==> src/rtl/cdb_arbiter_if.sv <==
// Signal bundle between the execution-unit result ports, the CDB arbiter and the CDB consumers.
interface cdb_arbiter_if #(
    parameter int NUM_CH     = 4,
    parameter int TAG_W      = 6,
    parameter int DATA_W     = 32,
    parameter int FIFO_DEPTH = 4
);
    localparam int PEND_W = $clog2(NUM_CH * FIFO_DEPTH + 1);

    logic                     flush;
    logic [NUM_CH-1:0]        ch_valid;
    logic [NUM_CH*TAG_W-1:0]  ch_tag;
    logic [NUM_CH*DATA_W-1:0] ch_data;
    logic [NUM_CH-1:0]        ch_ready;
    logic                     cdb_valid;
    logic [TAG_W-1:0]         cdb_tag;
    logic [DATA_W-1:0]        cdb_data;
    logic [PEND_W-1:0]        pending;

    modport master (
        output flush, ch_valid, ch_tag, ch_data,
        input  ch_ready, cdb_valid, cdb_tag, cdb_data, pending
    );

    modport slave (
        input  flush, ch_valid, ch_tag, ch_data,
        output ch_ready, cdb_valid, cdb_tag, cdb_data, pending
    );
endinterface

==> src/rtl/cdb_arbiter.sv <==
// Per-channel result FIFOs feeding a round-robin, one-per-cycle common data bus broadcast.
// Define CDB_ARB_BYPASS_EN to let an input arriving at an empty FIFO reach the CDB in one edge.
module cdb_arbiter #(
    parameter int NUM_CH     = 4,
    parameter int TAG_W      = 6,
    parameter int DATA_W     = 32,
    parameter int FIFO_DEPTH = 4
) (
    input logic          clk,
    input logic          rst,
    cdb_arbiter_if.slave bus
);
    localparam int PTR_W  = $clog2(FIFO_DEPTH);
    localparam int CNT_W  = $clog2(FIFO_DEPTH + 1);
    localparam int CH_W   = (NUM_CH > 1) ? $clog2(NUM_CH) : 1;
    localparam int PEND_W = $clog2(NUM_CH * FIFO_DEPTH + 1);
    localparam int ENT_W  = TAG_W + DATA_W;

    logic [ENT_W-1:0]  mem    [NUM_CH][FIFO_DEPTH];
    logic [PTR_W-1:0]  rd_ptr [NUM_CH];
    logic [PTR_W-1:0]  wr_ptr [NUM_CH];
    logic [CNT_W-1:0]  count  [NUM_CH];
    logic [CH_W-1:0]   rr_ptr;

    logic [NUM_CH-1:0] ready;
    logic [NUM_CH-1:0] push;
    logic [NUM_CH-1:0] wr_en;
    logic [NUM_CH-1:0] pop;
    logic [NUM_CH-1:0] cand;
    logic              gnt_vld;
    logic [CH_W-1:0]   gnt;
    logic [CH_W-1:0]   scan;
    logic [ENT_W-1:0]  gnt_ent;
    logic [PEND_W-1:0] n_wr;

    // Ready looks only at the stored count, so a full FIFO refuses even while it pops.
    always_comb begin
        for (int i = 0; i < NUM_CH; i++) begin
            ready[i] = (count[i] != CNT_W'(FIFO_DEPTH));
        end
    end

    assign bus.ch_ready = ready;

    always_comb begin
        push    = bus.ch_valid & ready;
        cand    = '0;
        gnt_vld = 1'b0;
        gnt     = '0;
        scan    = '0;
        for (int i = 0; i < NUM_CH; i++) begin
            cand[i] = (count[i] != '0);
`ifdef CDB_ARB_BYPASS_EN
            cand[i] = cand[i] | push[i];
`endif
        end
        for (int k = 0; k < NUM_CH; k++) begin
            scan = CH_W'((int'(rr_ptr) + k) % NUM_CH);
            if (!gnt_vld && cand[scan]) begin
                gnt_vld = 1'b1;
                gnt     = scan;
            end
        end
        gnt_ent = mem[gnt][rd_ptr[gnt]];
`ifdef CDB_ARB_BYPASS_EN
        if (count[gnt] == '0) begin
            gnt_ent = {bus.ch_tag[int'(gnt)*TAG_W +: TAG_W], bus.ch_data[int'(gnt)*DATA_W +: DATA_W]};
        end
`endif
        n_wr = '0;
        for (int i = 0; i < NUM_CH; i++) begin
            pop[i]   = gnt_vld && (gnt == CH_W'(i)) && (count[i] != '0);
            wr_en[i] = push[i];
`ifdef CDB_ARB_BYPASS_EN
            if (gnt_vld && (gnt == CH_W'(i)) && (count[i] == '0)) begin
                wr_en[i] = 1'b0;
            end
`endif
            n_wr = n_wr + PEND_W'(wr_en[i]);
        end
    end

    always_ff @(posedge clk) begin
        for (int i = 0; i < NUM_CH; i++) begin
            if (wr_en[i] && !bus.flush) begin
                mem[i][wr_ptr[i]] <= {bus.ch_tag[i*TAG_W +: TAG_W], bus.ch_data[i*DATA_W +: DATA_W]};
            end
        end
    end

    always_ff @(posedge clk or posedge rst) begin
        if (rst) begin
            for (int i = 0; i < NUM_CH; i++) begin
                rd_ptr[i] <= '0;
                wr_ptr[i] <= '0;
                count[i]  <= '0;
            end
            rr_ptr        <= '0;
            bus.cdb_valid <= 1'b0;
            bus.cdb_tag   <= '0;
            bus.cdb_data  <= '0;
            bus.pending   <= '0;
        end else if (bus.flush) begin
            // rr_ptr survives a flush so fairness continues across it.
            for (int i = 0; i < NUM_CH; i++) begin
                rd_ptr[i] <= '0;
                wr_ptr[i] <= '0;
                count[i]  <= '0;
            end
            bus.cdb_valid <= 1'b0;
            bus.pending   <= '0;
        end else begin
            for (int i = 0; i < NUM_CH; i++) begin
                if (wr_en[i]) wr_ptr[i] <= wr_ptr[i] + 1'b1;
                if (pop[i])   rd_ptr[i] <= rd_ptr[i] + 1'b1;
                count[i] <= count[i] + CNT_W'(wr_en[i]) - CNT_W'(pop[i]);
            end
            bus.cdb_valid <= gnt_vld;
            if (gnt_vld) begin
                bus.cdb_tag  <= gnt_ent[ENT_W-1 -: TAG_W];
                bus.cdb_data <= gnt_ent[DATA_W-1:0];
                rr_ptr       <= (int'(gnt) == NUM_CH - 1) ? '0 : gnt + 1'b1;
            end
            bus.pending <= bus.pending + n_wr - PEND_W'(|pop);
        end
    end
endmodule

==> src/flat_wrapper.sv <==
// flat-port wrapper written by rule: the top's interface ports become plain ports
module cdb_arbiter_flat 
#(
    parameter int NUM_CH     = 4,
    parameter int TAG_W      = 6,
    parameter int DATA_W     = 32,
    parameter int FIFO_DEPTH = 4
)
  (clk, rst, bus_flush, bus_ch_valid, bus_ch_tag, bus_ch_data, bus_ch_ready, bus_cdb_valid, bus_cdb_tag, bus_cdb_data, bus_pending);
  cdb_arbiter_if #(.NUM_CH(NUM_CH), .TAG_W(TAG_W), .DATA_W(DATA_W), .FIFO_DEPTH(FIFO_DEPTH)) bus_i ();
  input logic clk;
  input logic rst;
  input wire logic [$bits(bus_i.flush)-1:0] bus_flush;
  input wire logic [$bits(bus_i.ch_valid)-1:0] bus_ch_valid;
  input wire logic [$bits(bus_i.ch_tag)-1:0] bus_ch_tag;
  input wire logic [$bits(bus_i.ch_data)-1:0] bus_ch_data;
  output wire logic [$bits(bus_i.ch_ready)-1:0] bus_ch_ready;
  output wire logic [$bits(bus_i.cdb_valid)-1:0] bus_cdb_valid;
  output wire logic [$bits(bus_i.cdb_tag)-1:0] bus_cdb_tag;
  output wire logic [$bits(bus_i.cdb_data)-1:0] bus_cdb_data;
  output wire logic [$bits(bus_i.pending)-1:0] bus_pending;
  assign bus_i.flush = bus_flush;
  assign bus_i.ch_valid = bus_ch_valid;
  assign bus_i.ch_tag = bus_ch_tag;
  assign bus_i.ch_data = bus_ch_data;
  assign bus_ch_ready = bus_i.ch_ready;
  assign bus_cdb_valid = bus_i.cdb_valid;
  assign bus_cdb_tag = bus_i.cdb_tag;
  assign bus_cdb_data = bus_i.cdb_data;
  assign bus_pending = bus_i.pending;
  cdb_arbiter #(.NUM_CH(NUM_CH), .TAG_W(TAG_W), .DATA_W(DATA_W), .FIFO_DEPTH(FIFO_DEPTH)) u_core (.clk(clk), .rst(rst), .bus(bus_i));
endmodule
==> config.mk <==
export PLATFORM = sky130hd
export DESIGN_NAME = cdb_arbiter_flat
export DESIGN_NICKNAME = d
export VERILOG_FILES = /design/src/rtl/cdb_arbiter_if.sv /design/src/rtl/cdb_arbiter.sv /design/src/flat_wrapper.sv
export SDC_FILE = /design/constraint.sdc
export NUM_CORES = 1
export LEC_CHECK = 0
export ABC_AREA = 1
export ABC_CLOCK_PERIOD_IN_PS = 4600
export BUFFER_PORTS_ARGS = -buffer_cell sky130_fd_sc_hd__buf_4
export CAP_MARGIN = 30
export CORE_UTILIZATION = 45
export CTS_CLUSTER_DIAMETER = 200
export DETAILED_ROUTE_END_ITERATION = 7
export GPL_TIMING_DRIVEN = 0
export PLACE_DENSITY = 0.65
export REMOVE_ABC_BUFFERS = 1
export SYNTH_ARGS = -nofsm -noshare
export SYNTH_HDL_FRONTEND = slang
export SYNTH_SLANG_ARGS = --single-unit
==> constraint.sdc <==
create_clock -name clk -period 4.6 [get_ports clk]
set_input_delay 0.69 -clock clk [delete_from_list [all_inputs] [get_ports clk]]
set_output_delay 0.69 -clock clk [all_outputs]
set_load 0.03 [all_outputs]
# == Yosys cells after proc, flatten, opt, wreduce, memory -nomap -nowiden ==
# Memory sizes are Yosys's and may differ from the RTL's.
# Index checks and enable logic that the tools add are counted.
# W data, S select, Z words.
# totals
register_bits,74
ramBits,608
in_bits,159
output_inout_bits,48
elab_cells,163
n_memories,1
# mem_list
name,depth,word_bits,rd,rd_clocked_by_memory_dff,wr,line,source
u_core.mem,4,152,1,0,4,cdb_arbiter.sv:19,logic [ENT_W-1:0] mem [NUM_CH][FIFO_DEPTH];
# classes
add_sub_neg,25
n_lt_le_gt_ge,14
eq_ne,8
muxes,52
bitwise_logic,8
n_reduce_logical,38
# op_table
operator,count
$mux W152,4
$demux W38 S2,4
$mux W38,6
$bmux W38 S2,1
$mux W2,15
$add A2 B1 Y2 const B,10
$logic_and A1 B1 Y1,19
$ge A3 B3 Y1 const B,6
$not A2 Y3,6
$mux W8,2
$reduce_bool A2 Y1,8
$mux W1,13
$add A3 B1 Y3,4
$lt A2 B3 Y1 const B,4
$lt A3 B1 Y1 const B,4
$mux W12,1
$ne A3 B3 Y1 const B,4
$reduce_bool A3 Y1,4
$sub A3 B1 Y3,4
$add A5 B1 Y5,2
$bmux W1 S2,4
$add A5 B5 Y5,1
$mux W5,1
$sub A5 B1 Y5,1
other kinds (11),17

# == Logic depth before layout (Yosys ltp) ==
# logic_depth
ltp_word,21
mapped_depth,27
ltp_nobuf,24

# == Least setup slack after synthesis ==
# No wires, ideal clock.
# synth_timing
kind,register -> register
start,reg u_core.count[10] (netlist name)
end,reg u_core.bus.pending[4]
setup_ns,0.132
arrival_time_ns,3.812
required_time_ns,4.468
setup_slack_ns,0.656
stages_incl_launch_ff,26
path_buffers,2
period_less_slack_ns,3.944
path_cell_list,dfrtp_1 nor2_1 nand3_1 nand2_1 nand2_1 nand2_1 nand3_1 nand2_1 nand3_2 buf_2 buf_2 ha_1 o21ai_0 nand4_1 ha_1 fa_1 inv_1 ha_1 fa_1 nand2_1 inv_1 nor2_1 nor2_1 nor2_1 xor2_1 nor2_1
# synth_between
elab_chain_cells,19
elab_cells_between_ends,44
cone_classes,add/sub (5); eq/ne (4); mux (17); bitwise (1); reduce/logical (17)
# synth_lines
element,line,source
start: declaration,cdb_arbiter.sv:22,logic [CNT_W-1:0] count [NUM_CH];
start signal: indexed assignment,cdb_arbiter.sv:116,count[i] <= count[i] + CNT_W'(wr_en[i]) - CNT_W'(pop[i]);
"parallel branches: the longest is 17 deep, another holds $add A5 B1 Y5",--,
$sub A5 B1 Y5 *,cdb_arbiter.sv:124,bus.pending <= bus.pending + n_wr - PEND_W'(|pop);
$mux W5 *,cdb_arbiter.sv:103,end else if (bus.flush) begin
end signal: assignment,cdb_arbiter.sv:124,
end: declaration,cdb_arbiter_if.sv:27,"output ch_ready, cdb_valid, cdb_tag, cdb_data, pending"
# Mark *: on every way between the ends. The select of a mux whose other input is x is not followed.
# A chain may end at the register's enable or synchronous reset.

# == Worst setup path in the final report ==
# layout_timing
start,reg u_core.rr_ptr[0]
end,reg u_core.bus.pending[4]
# layout_between
elab_chain_cells,18
elab_cells_between_ends,40
cone_classes,add/sub (4); eq/ne (3); mux (17); reduce/logical (16)
# layout_lines
element,line,source
start: declaration,cdb_arbiter.sv:23,logic [CH_W-1:0] rr_ptr;
start signal: assignment,cdb_arbiter.sv:122,rr_ptr <= (int'(gnt) == NUM_CH - 1) ? '0 : gnt + 1'b1;
"parallel branches: the longest is 15 deep, another holds $add A2 B1 Y2",--,
$reduce_or A4 Y1 *,cdb_arbiter.sv:124,
$sub A5 B1 Y5 *,cdb_arbiter.sv:124,
$mux W5 *,cdb_arbiter.sv:103,
# Marks and branches as above.

==> reports/metrics.yaml <==
outcome: "finished clean"
ys_warn_count: 0
syn_avg_cell_area_um2: 10.1
fp.dieH_um: 263
worst_pin_slew_ps: 965
ios: 207
cts.sinks: 682
ant_nets: 0
finalWeightedCongestion: 0.768
cp_slowest_stage_delay_ps: 500
synthAdderAreaFrac_pct: 1.82
r2r_end: "u_core.bus.pending[4]$_DFF_PP0_"
cp_max_fo: 7
area_growth_pct: 20.1
maxSlewHeadroom_pct: 35.4
min_period_ps: 4500
synth_xor_area_share_pct: 0.229
cts_buffer_depth: 3
die_x_um: 263
setup_violations: 0
num_vias: 22008
max_cap_viol_count: 0
hold_class: "input pin to asynchronous set/reset pin"
h-tree-depth: 3
path_cells: "buf_4 > buf_4 > nand3_1 > nand3_2 > nand2_4 > a21oi_4 > buf_4 > a21oi_4 > ha_1 > o21ai_1 > nand4_1 > ha_1 > fa_1 > inv_1 > ha_1 > fa_1 > nand2_1 > inv_1 > nor2_1 > nor2_1 > nor2_1 > xor2_1 > nor2_1"
start_util_pct: 45.5
dp_hpwl_um: 51200
synth_top_family_by_area: "simple AND/OR/NAND/NOR gates"
crit_top_cell: "nor2_1"
grt_first_pass_wirelength_um: 132000
drtPass1Iterations: 5
critPathCaptureType: "flop"
wl_um: 90600
ys_seq_area_share_pct: 65.7
startpoint_type: "flop"
path_buf_inv: 5
finalNonFillerCells: 4178
nets: 3441
synth_mux_area_share_pct: 0
track_usage_pct: 26.0
grt_max_degree: 133
wire_per_inst_um: 21.7
drt-initial-drc-count: 2186
syn_inst: 3044
n_fill_cell: 5721
ys_ff_latch: 682
crit_arrival_ps: 4980
synth.distinct_cells: 28
antenna_found_initial: 14
numCtsBuffers: 74
r2r_start: "u_core.rr_ptr[0]$_DFFE_PP0P_"
coreArea_um2: 67300
die-area_um2: 69100
crit_required_ps: 5080
crit_family: "adder cells"
hold_violations: 0
worst-r2r-setup-slack_ps: 100
grt_pass1_vias: 20915
period_share_pct: 97.8
hold_buffers: 0
cts_tree: "built"
rows: 95
crit_slowest_cell: "fa_1"
synthSimpleGateAreaFrac_pct: 25.3
drc: 0
worst-r2r-cell-count: 23
clockRootBuffer: "clkbuf_16"
gr-total-overflow: 0
slew_violations: 0
io_buffer_count: 206
fmax_mhz: 222
clock_skew_ps: 19.5
drive_above_1_share_pct: 13.5
clkLatencyLatePin_ps: 620
synth_compound_area_share_pct: 0.638
path_class: "flop to flop"
viasPerCell: 5.27
clk_pin_slew_worst_paths_ps: 60
syn_area_um2: 30600
dpl.cell_count: 4005
==> sequential cells by signal (all words and copies together), names as in the netlist <==
register,flops
u_core.bus.cdb_data,32
u_core.bus.cdb_tag,6
u_core.bus.cdb_valid,1
u_core.bus.pending,5
u_core.count,12
u_core.mem,608
u_core.rd_ptr,8
u_core.rr_ptr,2
u_core.wr_ptr,8
==> cell families after synthesis <==
logic type,count (synthesis)
buf+inv,469
simple gates,1806
flops,682
xor+xnor,8
fa+ha+maj,41
compound gates,38
==> cell usage in the layout, fill, tap and decap left out, types with 2 or more instances in the layout <==
cell          n
bufinv_16     5
bufbuf_16     5
dfrtp_2       2
nor2_4       22
nand3_4       4
clkinv_1      9
edfxtp_1    608
ha_1         35
inv_6         4
clkbuf_8     12
xor2_1        6
clkinv_2      7
inv_4         2
clkbuf_16    80
nand2_1    1244
a21oi_1      14
buf_12       32
a21oi_4       2
nor2_1       39
fa_1          6
buf_16       17
xnor2_1       2
nand4_1       3
inv_2         2
nand3_2       4
diode_2       4
nand2_4       7
buf_4       223
nor3_1        2
o21ai_0      17
nand2_8       2
dfrtp_1      72
nand3b_1    127
nand2_2       7
nand3_1     348
nor2_2        5
inv_1       296
clkbuf_1     23
==> final cells by class <==
cell class	count	area, um2	area share, %
Multi-Input combinational cell	1901	8950	24.3
Timing Repair Buffer	278	2970	8.08
Clock inverter	22	228	0.619
Sequential cell	682	20100	54.7
Antenna cell	4	10.0	0.0272
Clock buffer	114	2230	6.06
Inverter	301	1150	3.13
Timing Repair inverter	3	26.3	0.0715
Tap cell	873	1090	2.97
==> through the flow <==
stage	utilization (%)	instance area, um2	hold slack [ps]	worst slack [ps]	setup TNS (ps)
after global placement	48.2	32400	463	-11350	-1422420
final	54.7	36800	112	100	0
after floorplan	-	29800	457	-3970	-188840
after CTS	54.5	36700	104	24.9	0
after global routing	54.7	36800	129	-69.2	-69.2
after detailed placement	50.3	33800	467	-1480	-31930
==> synthesized netlist by cell type <==
cell type,n,area [um2]
buf_1,26,97.6
o21ai_0,18,90.1
clkbuf_1,34,128
xor2_1,6,52.6
dfrtp_1,74,1850
nand2_2,3,18.8
o21ai_1,2,10.0
buf_2,95,475
xnor2_1,2,17.5
inv_2,3,11.3
edfxtp_1,608,18300
nor2_2,5,31.3
fa_1,6,120
nand4_1,3,18.8
inv_1,298,1120
nor3_1,2,10.0
nand3_2,2,20.0
a21oi_1,16,80.1
ha_1,35,438
nand3b_1,127,953
a21o_1,1,7.51
buf_4,11,82.6
nand2_1,1250,4690
nand2_4,1,11.3
nor2_1,61,229
nand3_1,352,1760
buf_6,2,22.5
o21a_1,1,7.51
==> routing by layer <==
metal / vias up / GRT usage, % / part of all wire (%)
li1: 10350 / - / -
met1: 10590 / 34.9 / 42
met2: 883 / 42.8 / 47
met3: 165 / 4.58 / 8.3
met4: 20 / 8.44 / 2.6
met5: - / 0 / 0.14
==> how the worst max path moves through the flow <==
stage | from | to | cells past startpoint
after floorplan | u_core.count[10]$_DFF_PP0_ | u_core.bus.pending[4]$_DFF_PP0_ | 23
after global placement | u_core.rr_ptr[0]$_DFFE_PP0P_ | u_core.bus.cdb_tag[2]$_DFFE_PP0P_ | 15
after detailed placement | u_core.rr_ptr[0]$_DFFE_PP0P_ | u_core.bus.pending[4]$_DFF_PP0_ | 26
after CTS | u_core.rr_ptr[0]$_DFFE_PP0P_ | u_core.bus.pending[4]$_DFF_PP0_ | 26
after global routing | u_core.rr_ptr[0]$_DFFE_PP0P_ | u_core.bus.pending[4]$_DFF_PP0_ | 23
final | u_core.rr_ptr[0]$_DFFE_PP0P_ | u_core.bus.pending[4]$_DFF_PP0_ | 23
==> timing repair <==
item,4_1_cts,5_1_grt
gates cloned,15,2
resized for setup,11,17
buffers inserted,10,8
pin swaps,7,5
endpoints found under the setup margin,47,1
Power is left out: the tool's default activity adds up to more than one toggle a clock period on the data nets, which glitch-free logic cannot reach.
